## src/rtl/seq_detect_param.sv

```systemverilog
// rtl/seq_detect_param.sv - run-time-programmable serial pattern detector with match counter
//
// Ports:
//   i_clk, i_rst       clock; synchronous active-high reset
//   i_din, i_din_valid serial bit and its qualifier
//   i_overlap          1 = overlapping matches, 0 = matched bits are consumed
//   i_cfg_load         latch i_cfg_pattern / i_cfg_len (length clamped to 1..MAX_LEN)
//   i_cfg_pattern      bit [len-1] is the first bit received, bit [0] the last
//   i_cfg_len          new pattern length
//   i_count_clr        clear o_match_count (wins over a simultaneous match)
//   o_match            combinational strobe in the cycle the final pattern bit arrives
//   o_match_count      saturating match counter
module seq_detect_param #(
    parameter int                 MAX_LEN     = 8,
    parameter int                 CNT_W       = 8,
    parameter logic [MAX_LEN-1:0] RST_PATTERN = 8'b0001_1011,
    parameter int                 RST_LEN     = 5,
    parameter int                 LEN_W       = $clog2(MAX_LEN + 1)
) (
    input  logic               i_clk,
    input  logic               i_rst,
    input  logic               i_din,
    input  logic               i_din_valid,
    input  logic               i_overlap,
    input  logic               i_cfg_load,
    input  logic [MAX_LEN-1:0] i_cfg_pattern,
    input  logic [LEN_W-1:0]   i_cfg_len,
    input  logic               i_count_clr,
    output logic               o_match,
    output logic [CNT_W-1:0]   o_match_count
);

    logic [MAX_LEN-1:0] r_pattern;
    logic [LEN_W-1:0]   r_len;
    logic [MAX_LEN-2:0] r_hist;
    logic [LEN_W-1:0]   r_fill;
    logic [CNT_W-1:0]   r_count;

    logic [MAX_LEN-1:0] w_cand;
    logic [MAX_LEN-1:0] w_mask;
    logic               w_eq;
    logic               w_fill_ok;
    logic               w_match;
    logic [LEN_W-1:0]   w_len_clamped;
    logic [LEN_W-1:0]   w_fill_next;
    logic               w_cnt_sat;

    // Newest bit sits at [0]; the oldest relevant bit is at [len-1].
    assign w_cand = {r_hist, i_din};

    always_comb begin
        w_mask = '0;
        for (int k = 0; k < MAX_LEN; k++) begin
            w_mask[k] = (k < int'(r_len));
        end
    end

    assign w_eq      = (((w_cand ^ r_pattern) & w_mask) == '0);
    // Enough bits seen once the current one is counted; extra bit avoids wrap.
    assign w_fill_ok = (({1'b0, r_fill} + (LEN_W+1)'(1)) >= {1'b0, r_len});
    assign w_match   = i_din_valid & ~i_cfg_load & ~i_rst & w_fill_ok & w_eq;
    assign o_match   = w_match;

    always_comb begin
        w_len_clamped = i_cfg_len;
        if (i_cfg_len == '0) begin
            w_len_clamped = LEN_W'(1);
        end else if (int'(i_cfg_len) > MAX_LEN) begin
            w_len_clamped = LEN_W'(MAX_LEN);
        end
    end

    assign w_fill_next = (int'(r_fill) >= MAX_LEN) ? LEN_W'(MAX_LEN) : (r_fill + LEN_W'(1));
    assign w_cnt_sat   = (r_count == {CNT_W{1'b1}});

    always_ff @(posedge i_clk) begin
        if (i_rst) begin
            r_pattern <= RST_PATTERN;
            r_len     <= LEN_W'(RST_LEN);
            r_hist    <= '0;
            r_fill    <= '0;
            r_count   <= '0;
        end else begin
            if (i_cfg_load) begin
                r_pattern <= i_cfg_pattern;
                r_len     <= w_len_clamped;
                r_hist    <= '0;
                r_fill    <= '0;
            end else if (i_din_valid) begin
                if (w_match && !i_overlap) begin
                    // Non-overlap: the matched bits cannot contribute to the next match.
                    r_hist <= '0;
                    r_fill <= '0;
                end else begin
                    r_hist <= w_cand[MAX_LEN-2:0];
                    r_fill <= w_fill_next;
                end
            end

            if (i_count_clr) begin
                r_count <= '0;
            end else if (w_match && !w_cnt_sat) begin
                r_count <= r_count + CNT_W'(1);
            end
        end
    end

    assign o_match_count = r_count;

endmodule

```

## config.mk

```make
export PLATFORM = sky130hd
export DESIGN_NAME = seq_detect_param
export DESIGN_NICKNAME = d
export VERILOG_FILES = /design/src/rtl/seq_detect_param.sv
export SDC_FILE = /design/constraint.sdc
export NUM_CORES = 1
export LEC_CHECK = 0
export CORE_MARGIN = 5
export CORE_UTILIZATION = 56
export DETAILED_ROUTE_END_ITERATION = 6
export PLACE_DENSITY = 0.89
export RECOVER_POWER = 25
export SLEW_MARGIN = 20
export SYNTH_ARGS = -nofsm -noshare
export SYNTH_HDL_FRONTEND = slang
export SYNTH_SLANG_ARGS = --single-unit
```

## constraint.sdc

```tcl
create_clock -name i_clk -period 5.7 [get_ports i_clk]
set_input_delay 1.14 -clock i_clk [delete_from_list [all_inputs] [get_ports i_clk]]
set_output_delay 1.14 -clock i_clk [all_outputs]
set_load 0.02 [all_outputs]
```

=== After elaboration in Yosys (flattened, before gate mapping) ===
Index checks and enable logic that the tools add are counted.

* Bits in registers: 31
* Input bits: 19
* Output and inout bits: 9
* Word-level logic and storage cells: 41

* Add/subtract/negate cells: 3
* Magnitude comparators: 11
* Equality and inequality tests: 1
* Muxes and demuxes: 5
* Bitwise operators: 8
* Reductions and logical operators: 8

{| class="wikitable"
|+ Operator list
! cell !! count
|-
| 3-bit by 4-bit < comparator with 1-bit output, first input constant || 4
|-
| 4-bit two-way mux || 4
|-
| 8-bit by 1-bit adder with 8-bit output, second input constant || 1
|-
| 8-bit AND || 1
|-
| 8-bit == test, second input constant || 1
|-
| 8-bit zero test || 1
|-
| 1-bit by 4-bit < comparator with 1-bit output, first input constant || 2
|-
| 2-bit by 4-bit < comparator with 1-bit output, first input constant || 2
|-
| 8-bit XOR || 1
|-
| 7-bit two-way mux || 1
|-
| 4-bit by 1-bit adder with 5-bit output, second input constant || 1
|-
| 5-bit by 4-bit greater-or-equal comparator with 1-bit output || 1
|-
| 4-bit by 1-bit adder with 4-bit output, second input constant || 1
|-
| 1-bit AND || 4
|-
| 4-bit greater-or-equal comparator, second input constant || 1
|-
| 4-bit > comparator, second input constant || 1
|-
| 4-bit zero test || 1
|-
| 2-bit OR reduction || 2
|-
| 1-bit logical AND || 2
|-
| 1-bit zero test || 2
|-
| 1-bit NOT || 2
|}

=== Logic depth before layout (Yosys ltp) ===
* Depth after elaboration: 7
* Mapped depth: 10
* Mapped depth without buffers: 8

=== Worst setup path before layout ===
No wires, ideal clock.

* Path kind: input to output
* From: input i_rst
* To: output o_match
* Data arrival time: 1938 ps
* Required time: 4560 ps
* Slack: 2622 ps
* Stages on the path: 5
* Buffers on the path: 2
* Cells stage by stage: buf_2 > nor3b_2 > o21a_1 > and4_1 > buf_2

* Longest elaborated chain between the ends: 4

{| class="wikitable"
|+ RTL lines
! element !! RTL line !! text
|-
| from (decl) || 21 || <nowiki>input logic i_rst,</nowiki>
|-
| 1-bit NOT || 61 || <nowiki>assign w_match = i_din_valid & ~i_cfg_load & ~i_rst & w_fill_ok & w_eq;</nowiki>
|-
| 1-bit AND (3 in series) || 61 ||
|-
| to (decl) || 29 || <nowiki>output logic o_match,</nowiki>
|}

No other way between the ends.

=== Worst setup path after layout ===
* From: input i_cfg_load
* To: output o_match

* Longest elaborated chain between the ends: 5

{| class="wikitable"
|+ RTL lines
! element !! RTL line !! text
|-
| from (decl) || 25 || <nowiki>input logic i_cfg_load,</nowiki>
|-
| 1-bit NOT || 61 ||
|-
| 1-bit AND (4 in series) || 61 ||
|}

No other way between the ends.

==> run summary <==
The total count of hold-check failures in the final report came to 0. The total clock buffers created by CTS is 5. The portion of the clock cycle consumed by the worst path in the final layout came out at 0.870.

The critical path in this run is classified as in2out. The proportion of netlist area held by the largest area contributor came out at 0.393. The fill cell instance count of the final layout is 214. Synthesis inferred 31 register bits. The worst hold-check slack is 513 ps. For met1 alone, demand over resource in global routing was 0.194.

TritonCTS built the clock tree. The total count of max-transition violations in the final report came out at 0. The utilization of the core after routing is 0.701. The path category of the worst min-delay check is reg2reg. The die footprint is 3980 sq um.

The post-route minimum period is 4960 ps. The flow ran to the end, and the final reports show no timing, DRC or antenna violations. The measured slew at the worst slew-check pin came out at 914 ps. The H-tree was split into 2 levels. The library cells used most frequently in the layout, excluding fill and tap cells, are dfxtp_1, clkdlybuf4s50_1, nor2_1, xnor2_1, a32o_1.

The number of input and output port buffers inserted came out at 27. The total global routing track utilization is 0.188. Measured against its own limit, the worst slew margin works out to 0.391. The maximum number of pins on one net before global-route repair came out at 19. The met3 track demand over resource came out at 0.0622.

The post-CTS setup buffer count came out at 0. The number of hold buffers added after CTS was 0. Setup repair after global routing left no endpoint under its margin. IR analysis of the VDD net gives a maximum drop of 207 uV. The core footprint came out at 2730 sq um.

The floorplan has 19 rows. The tree is rooted in a clkbuf_4. The detailed router finished its first iteration with 65 violations. The count of endpoints failing setup in the final report is 0. The initial antenna violation count came out at 0.

The power per cell area is 223 nW/um^2. After technology mapping, the gate count stands at 171. The routing layer with the top usage in global route is met2. The number of vias in the routed layout came out at 1364. The wire-length estimate of the detail-placed layout is 2510 microns. The final net count came out at 224. Once the clock tree was built, the resizer swapped 0 gates to a different size.

Counting distinct cell types in the post-synthesis netlist gives 42. The mean number of vias per cell came out at 5.93. The count of pins on the block boundary came out at 28. Synthesis produced a netlist with a net count of 197. The final routed wirelength across all metal layers is 3410 microns. The data arrival time at the worst-slack endpoint is 3820 ps. The final setup skew is 7.55 ps. The number of iterations in the first detailed-routing pass came out at 4. The standby leakage power came out at 0.700 nW. The number of diodes added for antenna fixing came out at 0. The clock latency on the worst-skew pair came out at 340 ps. STA classifies the critical path endpoint as a primary output. The post-route DRC violation count came out at 0. The number of placed instances, taps included, is 222.

The first global-routing pass estimated 5870 microns of wire. The routing usage on met2 is 0.336. The area of placed instances is 1850 sq um.

The clock passes through at most 2 buffers. For this run, the register share of the synthesized area comes to 0.393. The via count of the first global-routing pass was 1322.

The die is 63.1 microns wide. STA classifies the critical path startpoint as an input port. After routing the design area is 1920 sq um. The number of nets with antenna violations after detailed routing came out at 0. The height of the die came out at 63.1 microns. Routability-driven placement finished with a final weighted congestion of 0.886. In this run the cell area of the synthesized design comes to 1580 sq um.

The required arrival time at the worst endpoint came out at 4560 ps. During synthesis, Yosys emitted a total of 0 warnings. The remaining global-route overflow is 0. The library cell with the largest summed area after synthesis is dfxtp_1. The starting density of the core came out at 0.577.

The area added between synthesis and finish came out at 21.5%. The non-filler instance count after layout is 230. The upper clock frequency limit is 0.202 GHz. The clock transition at the registers of the reported paths is 90 ps. After synthesis, the cell types taking the most area are dfxtp_1, a32o_1, ha_1. The final routed wire length divided by cell count came out at 14.8 microns. The tree built by TritonCTS fans out to 31 sinks. The library cell used most frequently in the layout, excluding fill and tap cells, is dfxtp_1. The sum of negative setup slack is 0 ps. The number of violations of the max-capacitance limit came out at 0. The maximum fanout along the worst path came out at 18. A synthesized cell averages 9.23 sq um. Of the cells placed in the final design, the portion with a size suffix greater than 1 is 0.0804.
[worst max-delay path, cell delays in order]
cell	delay, ps
clkdlybuf4s50_1	410
clkbuf_1	390
nor3b_2	720
o21a_1	220
and4_1	300
clkdlybuf4s50_1	640
[path summary, 6_finish.rpt]
kind | cells past startpoint | startpoint | slack [ps] | end
worst min register to register | 1 | r_hist[6]$_SDFFE_PP0P_ | 510 | r_hist[6]$_SDFFE_PP0P_
worst max-delay path | 6 | i_cfg_load | 740 | o_match
worst max register to register | 8 | r_fill[0]$_SDFFE_PP0P_ | 3080 | r_hist[1]$_SDFFE_PP0P_
worst min-delay path | 1 | r_hist[6]$_SDFFE_PP0P_ | 510 | r_hist[6]$_SDFFE_PP0P_
[stage by stage]
step / total power [W] / setup slack [ps]
after floorplan: 0.000265 / 2620
after global placement: 0.000281 / 1140
after detailed placement: 0.000284 / 1060
after CTS: 0.000428 / 1060
after global routing: 0.000446 / 587
final: 0.000428 / 743
[Yosys cell counts, drive strengths merged]
cell type / number
a211o: 4
a211oi: 2
a21oi: 8
a221o: 2
a22o: 1
a31o: 1
a31oi: 1
a32o: 9
a41oi: 1
and2: 1
and4: 1
and4b: 1
buf: 6
clkbuf: 3
dfxtp: 31
ha: 7
inv: 7
mux2i: 6
nand2: 7
nand2b: 2
nand3: 7
nand4: 2
nor2: 19
nor2b: 6
nor3: 6
nor3b: 1
nor4: 1
nor4b: 1
o21a: 1
o21ai: 6
o21bai: 1
o22ai: 1
o32ai: 1
or2: 1
or3: 4
xnor2: 9
xor2: 3
[cells by family after synthesis]
kind of cell / Yosys count / share of synthesized area
DFF: 31 / 0.393
AOI/OAI and AO/OA: 39 / 0.186
buffers and inverters: 16 / 0.0515
xor gates and xnor gates: 12 / 0.0666
muxes: 6 / 0.0381
and+or+nand+nor: 60 / 0.209
adders and majority gates: 7 / 0.0555
[final cells by class]
class / count / area (sq um) / area share
flip-flops and latches: 31 / 621 / 0.324
inverters: 7 / 26.3 / 0.0137
repair buffers: 29 / 282 / 0.147
well taps: 31 / 38.8 / 0.0202
clock buffers: 8 / 68.8 / 0.0359
multi-input cells: 124 / 881 / 0.460
[state kept, by name, summed over array words and instances (netlist names)]
register / flops
r_fill: 4
r_len: 4
r_pattern: 8
o_match_count: 8
r_hist: 7
[layer usage]
layer / part of all wire / vias to the layer above
met1: 0.41 / 636
met4: 0.027 / 0
met2: 0.51 / 38
met3: 0.053 / 13
li1: - / 677
met5: 0 / -
[power breakdown]
group	switching, W	leakage, nW	internal (W)
clock	0.0000756	0.0386	0.0000725
sequential	0.00000726	0.253	0.000223
combinational	0.0000226	0.408	0.0000272
No activity file was read; power rests on OpenSTA's default activity.
